[src/rtl/frontend_pkg.sv]
// Shared frontend types: fetch FSM states, architectural widths and a PC alignment helper.
package frontend_pkg;

   localparam int XLEN       = 32;
   localparam int INST_BYTES = 4;

   typedef logic [XLEN-1:0] addr_t;

   typedef enum logic [1:0] {
      IDLE,
      RUN,
      FLUSH
   } fetch_state_t;

   // Instructions are word aligned, so the low address bits of a target are dropped.
   function automatic addr_t align_pc(input addr_t pc);
      return pc & ~addr_t'(INST_BYTES - 1);
   endfunction

endpackage

[src/rtl/fetch_controller_if.sv]
// Fetch-side bus: request path to instruction memory and push/flush/pop path to the instruction queue.
interface fetch_controller_if;
   import frontend_pkg::*;

   logic  mem_req_out;
   addr_t mem_addr_out;
   addr_t mem_data_in;
   logic  iq_valid_out;
   addr_t iq_instruction_out;
   logic  iq_flush_out;
   logic  iq_pop_in;

   modport master (
      output mem_req_out, mem_addr_out, iq_valid_out, iq_instruction_out, iq_flush_out,
      input  mem_data_in, iq_pop_in
   );

   modport slave (
      input  mem_req_out, mem_addr_out, iq_valid_out, iq_instruction_out, iq_flush_out,
      output mem_data_in, iq_pop_in
   );

endinterface

[src/rtl/fetch_resp_pipe.sv]
// Valid-only shift register that tracks outstanding memory reads; a clear kills every read in flight.
module fetch_resp_pipe #(
   parameter int DEPTH = 2
) (
   input  logic clk_in,
   input  logic rst_in,
   input  logic clear_in,
   input  logic valid_in,
   output logic valid_out
);

   logic [DEPTH-1:0] stage;

   always_ff @(posedge clk_in or posedge rst_in) begin
      if (rst_in) begin
         stage <= '0;
      end else if (clear_in) begin
         stage <= '0;
      end else begin
         stage[0] <= valid_in;
         for (int i = 1; i < DEPTH; i++) begin
            stage[i] <= stage[i-1];
         end
      end
   end

   assign valid_out = stage[DEPTH-1];

endmodule

[src/rtl/fetch_controller.sv]
// Instruction fetch sequencer: owns the PC, issues credit-limited pipelined reads and
// forwards returned words to the instruction queue, flushing on branch redirects.
module fetch_controller
   import frontend_pkg::*;
#(
   parameter int    QUEUE_SIZE  = 4,
   parameter int    MEM_LATENCY = 2,
   parameter addr_t BOOT_PC     = 32'h0000_0000
) (
   input  logic                clk_in,
   input  logic                rst_in,
   input  logic                start_in,
   input  logic                halt_in,
   input  logic                redirect_valid_in,
   input  addr_t               redirect_pc_in,
   output logic                busy_out,
   fetch_controller_if.master  bus
);

   localparam int CREDIT_W = $clog2(QUEUE_SIZE + 1);
   typedef logic [CREDIT_W-1:0] credit_t;

   fetch_state_t state, state_next;
   addr_t        pc, pc_next;
   credit_t      credits, credits_next;
   logic         issue;
   logic         resp_valid;

   // NOTE: sequential state uses non-blocking assignments so every flop samples pre-edge values.
   always_ff @(posedge clk_in or posedge rst_in) begin
      if (rst_in) begin
         state   <= IDLE;
         pc      <= BOOT_PC;
         credits <= credit_t'(QUEUE_SIZE);
      end else begin
         state   <= state_next;
         pc      <= pc_next;
         credits <= credits_next;
      end
   end

   // NOTE: every output of this block gets a default first, so no path can infer a latch.
   always_comb begin
      issue        = (state == RUN) && (credits != '0) && !redirect_valid_in;
      state_next   = state;
      pc_next      = pc;
      credits_next = credits - credit_t'(issue) + credit_t'(bus.iq_pop_in);

      unique case (state)
         IDLE:    if (start_in && !halt_in) state_next = RUN;
         RUN:     if (halt_in) state_next = IDLE;
         FLUSH:   state_next = RUN;
         default: state_next = IDLE;
      endcase

      if (issue) begin
         pc_next = pc + addr_t'(INST_BYTES);
      end

      // A redirect overrides halt/start and reclaims every credit held by killed reads or flushed entries.
      if (redirect_valid_in) begin
         state_next   = FLUSH;
         pc_next      = align_pc(redirect_pc_in);
         credits_next = credit_t'(QUEUE_SIZE);
      end
   end

   fetch_resp_pipe #(
      .DEPTH (MEM_LATENCY)
   ) u_resp_pipe (
      .clk_in    (clk_in),
      .rst_in    (rst_in),
      .clear_in  (redirect_valid_in),
      .valid_in  (issue),
      .valid_out (resp_valid)
   );

   assign bus.mem_req_out        = issue;
   assign bus.mem_addr_out       = pc;
   assign bus.iq_valid_out       = resp_valid && !redirect_valid_in && (state != FLUSH);
   assign bus.iq_instruction_out = bus.mem_data_in;
   assign bus.iq_flush_out       = (state == FLUSH);
   assign busy_out               = (state != IDLE);

   credit_bound_a: assert property (@(posedge clk_in) disable iff (rst_in)
      credits <= credit_t'(QUEUE_SIZE));

endmodule

[src/flat_wrapper.sv]
// flat-port wrapper written by rule: the top's interface ports become plain ports
module fetch_controller_flat import frontend_pkg::*;
#(
   parameter int    QUEUE_SIZE  = 4,
   parameter int    MEM_LATENCY = 2,
   parameter addr_t BOOT_PC     = 32'h0000_0000
)
  (clk_in, rst_in, start_in, halt_in, redirect_valid_in, redirect_pc_in, busy_out, bus_mem_req_out, bus_mem_addr_out, bus_iq_valid_out, bus_iq_instruction_out, bus_iq_flush_out, bus_mem_data_in, bus_iq_pop_in);
  fetch_controller_if bus_i ();
  input  logic clk_in;
  input  logic rst_in;
  input  logic start_in;
  input  logic halt_in;
  input  logic redirect_valid_in;
  input  addr_t redirect_pc_in;
  output logic busy_out;
  output wire logic [$bits(bus_i.mem_req_out)-1:0] bus_mem_req_out;
  output wire logic [$bits(bus_i.mem_addr_out)-1:0] bus_mem_addr_out;
  output wire logic [$bits(bus_i.iq_valid_out)-1:0] bus_iq_valid_out;
  output wire logic [$bits(bus_i.iq_instruction_out)-1:0] bus_iq_instruction_out;
  output wire logic [$bits(bus_i.iq_flush_out)-1:0] bus_iq_flush_out;
  input wire logic [$bits(bus_i.mem_data_in)-1:0] bus_mem_data_in;
  input wire logic [$bits(bus_i.iq_pop_in)-1:0] bus_iq_pop_in;
  assign bus_mem_req_out = bus_i.mem_req_out;
  assign bus_mem_addr_out = bus_i.mem_addr_out;
  assign bus_iq_valid_out = bus_i.iq_valid_out;
  assign bus_iq_instruction_out = bus_i.iq_instruction_out;
  assign bus_iq_flush_out = bus_i.iq_flush_out;
  assign bus_i.mem_data_in = bus_mem_data_in;
  assign bus_i.iq_pop_in = bus_iq_pop_in;
  fetch_controller #(.QUEUE_SIZE(QUEUE_SIZE), .MEM_LATENCY(MEM_LATENCY), .BOOT_PC(BOOT_PC)) u_core (.clk_in(clk_in), .rst_in(rst_in), .start_in(start_in), .halt_in(halt_in), .redirect_valid_in(redirect_valid_in), .redirect_pc_in(redirect_pc_in), .busy_out(busy_out), .bus(bus_i));
endmodule
[config.mk]
export PLATFORM = sky130hd
export DESIGN_NAME = fetch_controller_flat
export DESIGN_NICKNAME = d
export VERILOG_FILES = /design/src/rtl/frontend_pkg.sv /design/src/rtl/fetch_controller_if.sv /design/src/rtl/fetch_resp_pipe.sv /design/src/rtl/fetch_controller.sv /design/src/flat_wrapper.sv
export SDC_FILE = /design/constraint.sdc
export NUM_CORES = 1
export LEC_CHECK = 0
export BUFFER_PORTS_ARGS = -buffer_cell sky130_fd_sc_hd__buf_2
export CAP_MARGIN = 20
export CORE_MARGIN = 2
export CORE_UTILIZATION = 49
export DETAILED_ROUTE_END_ITERATION = 8
export PLACE_DENSITY = 0.87
export SYNTH_ARGS = -nofsm -noshare
export SYNTH_HDL_FRONTEND = slang
export SYNTH_SLANG_ARGS = --single-unit
[constraint.sdc]
create_clock -name clk_in -period 7.3 [get_ports clk_in]
set_input_delay 0.365 -clock clk_in [delete_from_list [all_inputs] [get_ports clk_in]]
set_output_delay 0.365 -clock clk_in [all_outputs]
set_load 0.03 [all_outputs]
==> run_results.csv <==
group,metric,value,unit
timing,hold_ws,0.173,ns
die,die_w,75.5,µm
yosys,synth_compound_area_share,14.4,%
yosys,synth_xor_area_share,3.15,%
timing,relSlewSlack,38.1,%
placed_design,dpl_cell_area,0.00261,mm²
yosys,synth_edf_count,0,
timing,finalCriticalPeriod,2.93,ns
clock_tree,path_clk_slew,0.08,ns
timing,timing.fmax,0.341,GHz
power_and_ir_drop,vdd_drop_max,0.000111,V
yosys,synth_top_family_by_area,"simple AND/OR/NAND/NOR gates",
drt,viasPerCell,5.76,
placed_design,gp_congestion,0.815,
drt,route.detailed.drc,0,
setup_path,crit_start,"redirect_valid_in",
timing,hold_viol_final,0,
drt,wirelength,5.91,mm
finish,drive_gt1_share,27.8,%
finish,fin_util,53.9,%
setup_path,reg2reg_depth,10,
die,num_rows,26,
setup_path,critPathRequiredTime,7.48,ns
setup_path,cp_cell_sequence,"buf_2, inv_1, and2_1, ha_1, inv_1, ha_1, inv_1, fa_1, xnor2_1, nand2_1",
timing,tns,0,ns
job,max-cap-violations,0,
clock_tree,cts_buffers,5,
setup_path,crit_type,"in2reg",
placed_design,hpwl,4.23,mm
yosys,ys_seq_elements,37,
die,initial_utilization,50.0,%
finish,final_net_count,390,
setup_path,worst-path-max-fanout,48,
setup_path,r2r_start,"u_core.credits[1]",
grt,grt_pass1_vias,1983,
yosys,syn-instance-count,287,
yosys,yosysTopAreaCell,"dfrtp_1",
setup_path,critPathMostFrequentCell,"inv_1",
yosys,synthMuxAreaShare,0.399,%
yosys,synthFlopType,"dfrtp_1",
die,core,0.00501,mm²
power_and_ir_drop,power_density,206,mW/mm²
status,outcome,"completed",
yosys,ys_warn_count,0,
power_and_ir_drop,power.leakage,1.13,nW
clock_tree,cts_tree,"yes",
yosys,avgSynthCellArea,8.73,µm²
yosys,yosysUniqueCellTypes,47,
finish,final_cell_mix,"buf_2, dfrtp_1, nand2_1",
die,die_y,75.5,µm
drt,wl_per_cell,15.3,µm
grt,grt_overflow,0,
clock_tree,post_cts_resized,0,
setup_path,path_buf_inv,4,
die,io_pins,138,
clock_tree,htreeDepth,2,
drt,drtPass1Iterations,4,
clock_tree,cts_setup_buffers,0,
placed_design,port_buffers,69,
setup_path,worst_path_max_delay_cell,"inv_1",
grt,track_usage,22.0,%
setup_path,cp-end-kind,"flop",
yosys,synth_top_area_share,35.9,%
setup_path,crit_path_start_kind,"primary input",
drt,antenna_left,0,
timing,report.final.slew_viol_count,0,
yosys,async_flop_share,100,%
grt,antenna_found_initial,0,
timing,setup_viol_count_final,0,
yosys,syn_area,0.00251,mm²
finish,stdcell_area,0.00270,mm²
timing,rsz0062_at_grt,"no",
setup_path,slowest_delay,0.66,ns
timing,worst_pin_slew,0.928,ns
drt,route.vias.total,2229,
timing,min_period_over_period,40.1,%
yosys,synthAdderAreaFrac,2.30,%
grt,grt_pass1_wl,9.54,mm
worst_hold_path,hp-class,"in2async",
setup_path,cp.arrival,3.11,ns
clock_tree,clock_latency,0.30,ns
yosys,synthTopCellsByArea,"dfrtp_1, buf_4, nand2_1",
finish,final_common_cell,"buf_2",
die,dieArea,0.00570,mm²
finish,syn_to_final_growth,7.84,%
timing,finClkSkew,0.0107,ns
finish,diodes,0,
clock_tree,clock-root-buffer,"clkbuf_8",
setup_path,path_delay_family,"buffers and inverters",
yosys,synthSimpleGateAreaFrac,28.1,%
setup_path,path_depth,10,
grt,grt_max_degree,49,
power_and_ir_drop,finalPower,557,µW
clock_tree,clockBufferDepth,2,
clock_tree,hold_buffers,0,
yosys,yosysSeqAreaShare,37.0,%
drt,first_iter_violations,220,
clock_tree,clock-sinks,37,
kinds of logic after synthesis:
family                     Yosys count
adders and majority gates            4
DFF                                 37
and+or+nand+nor                    125
xor gates and xnor gates             9
other                                1
muxes                                1
AOI/OAI and AO/OA                   54
buffers and inverters               56
area by class of cell:
cell class,count,area (µm²)
clock buffers,8,90.1
fillers,504,2310
inverters,7,26.3
multi-input cells,195,1220
flip-flops and latches,37,927
well taps,70,87.6
repair buffers,70,353
final timing paths:
kind / slack, ns / to
max: 4.37 / u_core.credits[2]
min: 0.17 / u_core.bus.mem_addr_out[20]
max reg2reg: 4.54 / u_core.credits[2]
min reg2reg: 0.47 / u_core.u_resp_pipe.stage[1]
max in group asynchronous: 6.78 / u_core.credits[2]
min in group clk_in: 0.28 / u_core.bus.mem_addr_out[5]
cell usage after synthesis (4+ instances only):
cell type and n:
nor3_1 5, nand2_1 26, o31ai_1 12, nand3_1 13
dfrtp_1 36, a31oi_1 12, nor2_1 20, or3_1 5
inv_1 7, buf_4 35, nor2b_1 6, nand4_1 11
o211ai_1 6, o21ai_0 13, or2_2 4, clkbuf_1 11
xnor2_1 7, or4_1 13
per-stage QoR:
step	setup WS [ns]	instances
after floorplan	4.77	288
after global placement	4.16	379
after detailed placement	4.08	379
after CTS	4.39	387
after global routing	4.12	387
final	4.37	387
state kept, by name, summed over array words and instances (netlist names):
name / flops
u_core.bus.mem_addr_out: 30
u_core.credits: 3
u_core.state: 2
u_core.u_resp_pipe.stage: 2
layer usage:
layer	vias up	track usage (%)	wire, µm
met3	9	6.48	477
met5	-	0	0
met2	93	34.5	2790
li1	1073	-	-
met4	0	5.07	58
met1	1054	30.2	2590
power by group:
group	switching, mW	leakage (nW)	internal [mW]
logic	0.0961	0.654	0.0540
clock network	0.0718	0.0455	0.0770
registers	0.0294	0.431	0.229
worst register-to-register path: cells and delay by family, from the launching register on:
family,cells,cell delay (ns)
buf+inv,2,0.10
simple gates,4,1.16
xor+xnor,1,0.16
flops,1,0.44
fa+ha+maj,3,0.78
(Power assumes the default switching activity.)
